`src/rtl/keypad_pkg.sv`:
```
// Shared types and key-map decode for the keypad scanner.
// State enum, 4-bit key code type, bit-index and key-map helpers.
package keypad_pkg;

    typedef enum logic [2:0] {
        SCAN,
        DEBOUNCE,
        EMIT,
        HELD,
        RELEASE
    } state_t;

    typedef logic [3:0] key_t;

    // Index of the lowest set bit; 3 when only bit 3 (or nothing) is set.
    function automatic logic [1:0] lsb_idx(input logic [3:0] v);
        logic [1:0] idx;
        idx = 2'd3;
        if (v[2]) idx = 2'd2;
        if (v[1]) idx = 2'd1;
        if (v[0]) idx = 2'd0;
        return idx;
    endfunction

    // Row/column position to printed key legend.
    function automatic key_t key_decode(input logic [1:0] r,
                                        input logic [1:0] c);
        key_t k;
        k = 4'h0;
        unique case ({r, c})
            4'h0: k = 4'h1;
            4'h1: k = 4'h2;
            4'h2: k = 4'h3;
            4'h3: k = 4'hA;
            4'h4: k = 4'h4;
            4'h5: k = 4'h5;
            4'h6: k = 4'h6;
            4'h7: k = 4'hB;
            4'h8: k = 4'h7;
            4'h9: k = 4'h8;
            4'hA: k = 4'h9;
            4'hB: k = 4'hC;
            4'hC: k = 4'hE;
            4'hD: k = 4'h0;
            4'hE: k = 4'hF;
            4'hF: k = 4'hD;
        endcase
        return k;
    endfunction

endpackage

```
`src/rtl/keypad_scan_ctrl_if.sv`:
```
// Keypad matrix and key-event bundle.
// master: scanner (drives row, key outputs); slave: matrix/consumer side.
interface keypad_scan_ctrl_if;
    import keypad_pkg::*;

    logic [3:0] col;
    logic [3:0] row;
    key_t       key_code;
    logic       key_valid;
    logic       key_held;

    modport master (
        input  col,
        output row, key_code, key_valid, key_held
    );

    modport slave (
        output col,
        input  row, key_code, key_valid, key_held
    );

endinterface

```
`src/rtl/keypad_debounce_cnt.sv`:
```
// Saturating up-counter with synchronous clear and terminal flag.
// Ports: clk, reset, clr_i (priority), en_i, done_o (count == MAX).
module keypad_debounce_cnt #(
    parameter int unsigned MAX = 8
) (
    input  logic clk,
    input  logic reset,
    input  logic clr_i,
    input  logic en_i,
    output logic done_o
);

    localparam int W = (MAX < 1) ? 1 : $clog2(MAX + 1);
    localparam logic [W-1:0] MAX_V = W'(MAX);

    logic [W-1:0] cnt_q, cnt_d;

    always_comb begin
        cnt_d = cnt_q;
        if (clr_i)
            cnt_d = '0;
        else if (en_i && (cnt_q != MAX_V))
            cnt_d = cnt_q + W'(1);
    end

    always_ff @(posedge clk or posedge reset) begin
        if (reset) cnt_q <= '0;
        else       cnt_q <= cnt_d;
    end

    assign done_o = (cnt_q == MAX_V);

endmodule

```
`src/rtl/keypad_scan_ctrl.sv`:
```
// 4x4 keypad scanner: row rotation, press/release debounce, one event per key.
// Ports: clk, reset (async, active-high), kp (master: col in; row/key out).
// Optional macro KEYPAD_REPEAT_EN adds auto-repeat while a key is held.
module keypad_scan_ctrl
    import keypad_pkg::*;
#(
    parameter int unsigned SCAN_CYCLES     = 48000,
    parameter int unsigned DEBOUNCE_CYCLES = 960000,
    parameter int unsigned REPEAT_CYCLES   = 24000000
) (
    input  logic clk,
    input  logic reset,
    keypad_scan_ctrl_if.master kp
);

    state_t     state_q, state_d;
    logic [3:0] row_q, row_d;
    logic [1:0] rsel_q, rsel_d;
    logic [1:0] csel_q, csel_d;
    key_t       code_q, code_d;
    logic       valid, held, hit;

    logic dwell_clr, dwell_en, dwell_done;
    logic db_clr, db_en, db_done;

    // Only the latched column matters once a key is locked in.
    assign hit = kp.col[csel_q];

    keypad_debounce_cnt #(.MAX(SCAN_CYCLES - 1)) u_dwell (
        .clk(clk), .reset(reset),
        .clr_i(dwell_clr), .en_i(dwell_en), .done_o(dwell_done)
    );

    // Terminal at DEBOUNCE_CYCLES, so the exit edge is one past the
    // window: press-to-pulse latency is DEBOUNCE_CYCLES+1.
    keypad_debounce_cnt #(.MAX(DEBOUNCE_CYCLES)) u_db (
        .clk(clk), .reset(reset),
        .clr_i(db_clr), .en_i(db_en), .done_o(db_done)
    );

`ifdef KEYPAD_REPEAT_EN
    logic rep_clr, rep_en, rep_done;

    keypad_debounce_cnt #(.MAX(REPEAT_CYCLES - 1)) u_rep (
        .clk(clk), .reset(reset),
        .clr_i(rep_clr), .en_i(rep_en), .done_o(rep_done)
    );
`else
    // Repeat interval has no meaning without auto-repeat.
    logic unused_rep;
    assign unused_rep = ^REPEAT_CYCLES;
`endif

    always_comb begin
        state_d   = state_q;
        row_d     = row_q;
        rsel_d    = rsel_q;
        csel_d    = csel_q;
        code_d    = code_q;
        dwell_clr = 1'b1;
        dwell_en  = 1'b0;
        db_clr    = 1'b1;
        db_en     = 1'b0;
        valid     = 1'b0;
        held      = 1'b0;
`ifdef KEYPAD_REPEAT_EN
        rep_clr   = 1'b1;
        rep_en    = 1'b0;
`endif
        unique case (state_q)
            SCAN: begin
                dwell_clr = 1'b0;
                dwell_en  = 1'b1;
                if (kp.col != 4'b0000) begin
                    rsel_d    = lsb_idx(row_q);
                    csel_d    = lsb_idx(kp.col);
                    dwell_clr = 1'b1;
                    state_d   = DEBOUNCE;
                end else if (dwell_done) begin
                    row_d     = {row_q[2:0], row_q[3]};
                    dwell_clr = 1'b1;
                end
            end
            DEBOUNCE: begin
                if (!hit) begin
                    state_d = SCAN;
                end else if (db_done) begin
                    code_d  = key_decode(rsel_q, csel_q);
                    state_d = EMIT;
                end else begin
                    db_clr = 1'b0;
                    db_en  = 1'b1;
                end
            end
            EMIT: begin
                valid   = 1'b1;
                held    = 1'b1;
                state_d = HELD;
            end
            HELD: begin
                held = 1'b1;
                if (!hit) begin
                    state_d = RELEASE;
`ifdef KEYPAD_REPEAT_EN
                end else begin
                    rep_clr = rep_done;
                    rep_en  = 1'b1;
                    valid   = rep_done;
`endif
                end
            end
            RELEASE: begin
                held = 1'b1;
                if (hit) begin
                    state_d = HELD;
                end else if (db_done) begin
                    row_d   = 4'b0001;
                    state_d = SCAN;
                end else begin
                    db_clr = 1'b0;
                    db_en  = 1'b1;
                end
            end
            default: begin
                row_d   = 4'b0001;
                state_d = SCAN;
            end
        endcase
    end

    always_ff @(posedge clk or posedge reset) begin
        if (reset) begin
            state_q <= SCAN;
            row_q   <= 4'b0001;
            rsel_q  <= 2'd0;
            csel_q  <= 2'd0;
            code_q  <= 4'h0;
        end else begin
            state_q <= state_d;
            row_q   <= row_d;
            rsel_q  <= rsel_d;
            csel_q  <= csel_d;
            code_q  <= code_d;
        end
    end

    assign kp.row       = row_q;
    assign kp.key_code  = code_q;
    assign kp.key_valid = valid;
    assign kp.key_held  = held;

endmodule

```
`src/flat_wrapper.sv`:
```
// flat-port wrapper written by rule: the top's interface ports become plain ports
module keypad_scan_ctrl_flat import keypad_pkg::*;
#(
    parameter int unsigned SCAN_CYCLES     = 48000,
    parameter int unsigned DEBOUNCE_CYCLES = 960000,
    parameter int unsigned REPEAT_CYCLES   = 24000000
)
  (clk, reset, kp_col, kp_row, kp_key_code, kp_key_valid, kp_key_held);
  keypad_scan_ctrl_if kp_i ();
  input  logic clk;
  input  logic reset;
  input wire logic [$bits(kp_i.col)-1:0] kp_col;
  output wire logic [$bits(kp_i.row)-1:0] kp_row;
  output wire logic [$bits(kp_i.key_code)-1:0] kp_key_code;
  output wire logic [$bits(kp_i.key_valid)-1:0] kp_key_valid;
  output wire logic [$bits(kp_i.key_held)-1:0] kp_key_held;
  assign kp_i.col = kp_col;
  assign kp_row = kp_i.row;
  assign kp_key_code = kp_i.key_code;
  assign kp_key_valid = kp_i.key_valid;
  assign kp_key_held = kp_i.key_held;
  keypad_scan_ctrl #(.SCAN_CYCLES(SCAN_CYCLES), .DEBOUNCE_CYCLES(DEBOUNCE_CYCLES), .REPEAT_CYCLES(REPEAT_CYCLES)) u_core (.clk(clk), .reset(reset), .kp(kp_i));
endmodule
```
`config.mk`:
```
export PLATFORM = sky130hd
export DESIGN_NAME = keypad_scan_ctrl_flat
export DESIGN_NICKNAME = d
export VERILOG_FILES = /design/src/rtl/keypad_pkg.sv /design/src/rtl/keypad_scan_ctrl_if.sv /design/src/rtl/keypad_debounce_cnt.sv /design/src/rtl/keypad_scan_ctrl.sv /design/src/flat_wrapper.sv
export SDC_FILE = /design/constraint.sdc
export NUM_CORES = 1
export LEC_CHECK = 0
export CAP_MARGIN = 10
export CORE_MARGIN = 8
export CORE_UTILIZATION = 40
export DETAILED_ROUTE_END_ITERATION = 16
export GPL_TIMING_DRIVEN = 0
export PLACE_DENSITY_LB_ADDON = 0.3
export SYNTH_ARGS = -nofsm -noshare
export SYNTH_HDL_FRONTEND = slang
export SYNTH_HIERARCHICAL = 1
export SYNTH_SLANG_ARGS = --single-unit
```
`constraint.sdc`:
```
create_clock -name clk -period 3.75 [get_ports clk]
set_clock_uncertainty 0.2 [all_clocks]
set_input_delay 0.9375 -clock clk [delete_from_list [all_inputs] [get_ports clk]]
set_output_delay 0.9375 -clock clk [all_outputs]
set_load 0.05 [all_outputs]
```
==> results.json <==
{
  "status": "completed",
  "clock.fmax_mhz": 273.2,
  "core_um2": 7567,
  "synth-xor-area-share": 0.02870,
  "synth-adder-area-share": 0.03280,
  "cp.required_ns": 3.81,
  "hold_viol_final": 0,
  "slew_violations": 0,
  "grt_start_max_net_pins": 21,
  "antenna_found_initial": 0,
  "cts-root-buf": "clkbuf_8",
  "routed_wl_um": 6347,
  "first_global_vias": 2384,
  "die_h_um": 103.3,
  "synthSimpleGateAreaFrac": 0.2612,
  "leakage_nw": 1.486,
  "synth_ff_type": "dfrtp_1",
  "synth_mux_area_frac": 0.07790,
  "grt_overflow": 0,
  "finalPower_mw": 1.668,
  "drv_cap": 0,
  "startpoint": "kp_col[2]",
  "async_flop_share": 1.000,
  "wl_per_cell_um": 14.14,
  "synthDominantCellAreaShare": 0.4100,
  "viasPerCell": 5.472,
  "crit_fanout": 6,
  "synth_area_leader_cell": "dfrtp_1",
  "io_pins": 16,
  "antenna_cells": 0,
  "path_clk_slew_ns": 0.12,
  "yosysWarnings": 6,
  "p_per_area_nw_per_um2": 474.8,
  "first_pass_iters": 4,
  "rsz0062_at_grt": "false",
  "io_buffers": 15,
  "slew-limit-headroom": 0.3764,
  "synth_compound_area_frac": 0.1353,
  "hold_path.startpoint": "u_core/u_dwell/cnt_q[4]",
  "endpoint_kind": "register",
  "clockBufferDepth": 2,
  "instances_no_fill": 449,
  "synth.cell_area_um2": 3052,
  "ys_types": 57,
  "die_area_um2": 10680,
  "critPathKind": "input port to register",
  "syn-num-nets": 330,
  "place_inst": 433,
  "hp-class": "register to register",
  "drc_errors": 0,
  "setup_viol": 0,
  "crit_arrival_ns": 3.72,
  "critPathLaunchType": "input port",
  "htreeDepth": 2,
  "cts_tree": "built",
  "postSynthAreaPerCell_um2": 9.657,
  "synth_top_family_by_area": "simple AND/OR/NAND/NOR gates",
  "die-width_um": 103.3,
  "grt_usage": 0.1305,
  "drive_gt1_frac": 0.1527,
  "yosys-top-cells-area": "dfrtp_1, ha_1, a21oi_1",
  "start_util": 0.4033,
  "worstMarginPinSlew_ns": 0.9283,
  "r2r-start": "u_core/u_db/cnt_q[0]",
  "fp-row-count": 32,
  "routabilityCongestion": 0.7645,
  "n_fill_cell": 734,
  "synth-edff-count": 0,
  "grt_pass1_wl_um": 11170,
  "layout.nets": 360,
  "hpwl_um": 4490,
  "syn_to_final_growth_pct": 15.09,
  "synthCells": 316,
  "clk_latency_ns": 0.32,
  "timing.final.crit_share": 0.9761,
  "dr_total_vias": 2457,
  "dr.first_iter.drc_count": 64,
  "cts_sinks": 51,
  "cts_buffers": 5,
  "yosys_register_bits": 51,
  "ys_seq_area_frac": 0.4186,
  "fin_crit_ns": 3.661,
  "ir_worst_vdd_mv": 0.3300,
  "postRouteAntennaNets": 0
}
[routing by layer]
layer | track usage | wire, um | vias to the layer above
li1 | - | - | 1216
met1 | 0.1721 | 3051 | 1209
met2 | 0.2120 | 3075 | 25
met3 | 0.02410 | 147 | 7
met4 | 0.03782 | 72 | 0
met5 | 0 | 0 | -
[power by group]
part,internal [mW],switching (mW),leakage [nW]
clock network,0.138,0.210,0.0463
logic,0.268,0.393,0.746
registers,0.603,0.0566,0.694
total,1.01,0.659,1.49
[final timing paths]
kind | end | slack, ns | cells after the start
worst max-delay path | u_core/u_db/cnt_q[19] | 0.09 | 9
worst min-delay path | u_core/u_dwell/cnt_q[4] | 0.33 | 1
worst max register to register | u_core/u_db/cnt_q[12] | 0.40 | 9
worst min register to register | u_core/u_dwell/cnt_q[4] | 0.33 | 1
max in group asynchronous | u_core/u_db/cnt_q[18] | 1.88 | 2
min in group asynchronous | u_core/kp.key_code[1] | 0.92 | 2
[Yosys cell counts (5+ instances only)]
master / n
dfrtp_1: 50
inv_1: 25
nor2_1: 22
a21oi_1: 19
nand2_1: 18
o21ai_0: 11
nand4_1: 10
nor3_1: 10
and3_1: 8
ha_1: 8
mux2i_1: 8
nand3_1: 8
nor4_1: 8
nand2b_1: 7
o211ai_1: 7
clkbuf_1: 6
o31ai_1: 6
or3_1: 6
nor2b_1: 5
xnor2_1: 5
xor2_1: 5
[kinds of logic after synthesis]
logic type,count (synthesis)
buffers and inverters,35
AND/OR/NAND/NOR,131
XOR/XNOR,10
adder cells (fa/ha/maj),8
flip-flops,51
multiplexers,19
AO/OA/AOI/OAI,62
[worst max-delay path, stage by stage]
cell and delay [ns]:
clkdlybuf4s50_1 0.45, mux4_2 0.54, mux2i_1 0.17, nor3_2 0.17, buf_4 0.15, nand4_4 0.13, or4_4 0.55, or4_4 0.50
a21oi_2 0.13
[flip-flops by register name, summed over array words and instances (netlist names)]
register	cells
u_core/kp.row	4
u_core/kp.key_code	4
u_core/state_q	3
u_core/csel_q	2
u_core/u_dwell/cnt_q	16
u_core/rsel_q	2
u_core/u_db/cnt_q	20
[repair_timing]
action                                  CTS  global route
cloned                                    0             0
hold buffers                              0             0
buffers inserted                          1             7
pin swaps                                 1             3
endpoints found under the setup margin    4             6
resized for setup                         2             4
[placed cells by master (no fill, tap or decap), types with 3 or more instances in the layout]
cell type	n
dfrtp_1	50
inv_1	25
nor2_1	22
a21oi_1	18
nand2_1	18
clkdlybuf4s50_1	13
o21ai_0	11
nand4_1	10
buf_4	9
nor3_1	9
nor4_1	8
mux2i_1	8
nand3_1	8
ha_1	8
and3_1	8
o211ai_1	7
nand2b_1	7
clkbuf_1	6
or3_1	6
o31ai_1	6
clkbuf_8	5
nor2b_1	5
xor2_1	5
xnor2_1	5
mux2_2	4
a211o_1	4
or3_2	4
buf_2	3
mux2_4	3
nor3b_1	3
or4_1	3
a31oi_1	3
[through the flow]
stage          utilization  area (um2)  hold WS [ns]  setup TNS [ns]  worst slack, ns
2_1_floorplan            -        3052        0.2624               0           0.2169
3_3_place_gp        0.4400        3329        0.2854          -2.557          -0.5336
3_5_place_dp        0.4400        3329        0.3007          -2.909          -0.5705
4_1_cts             0.4555        3447        0.3329        -0.01665         -0.01665
5_1_grt             0.4641        3512        0.3452               0          0.03218
6_report            0.4641        3512        0.3324               0          0.08948
[cell type report]
type                       count  area, um2  share of cell area
clock buffer                   5      68.82             0.01959
timing repair buffer          23      215.2             0.06128
inverter                      25      93.84             0.02672
clock inverter                 3      27.53            0.007838
tap                          102      127.6             0.03634
sequential                    51       1277              0.3637
buffer                        10      45.04             0.01283
multi-input combinational    230       1657              0.4717
(Power assumes the default switching activity.)
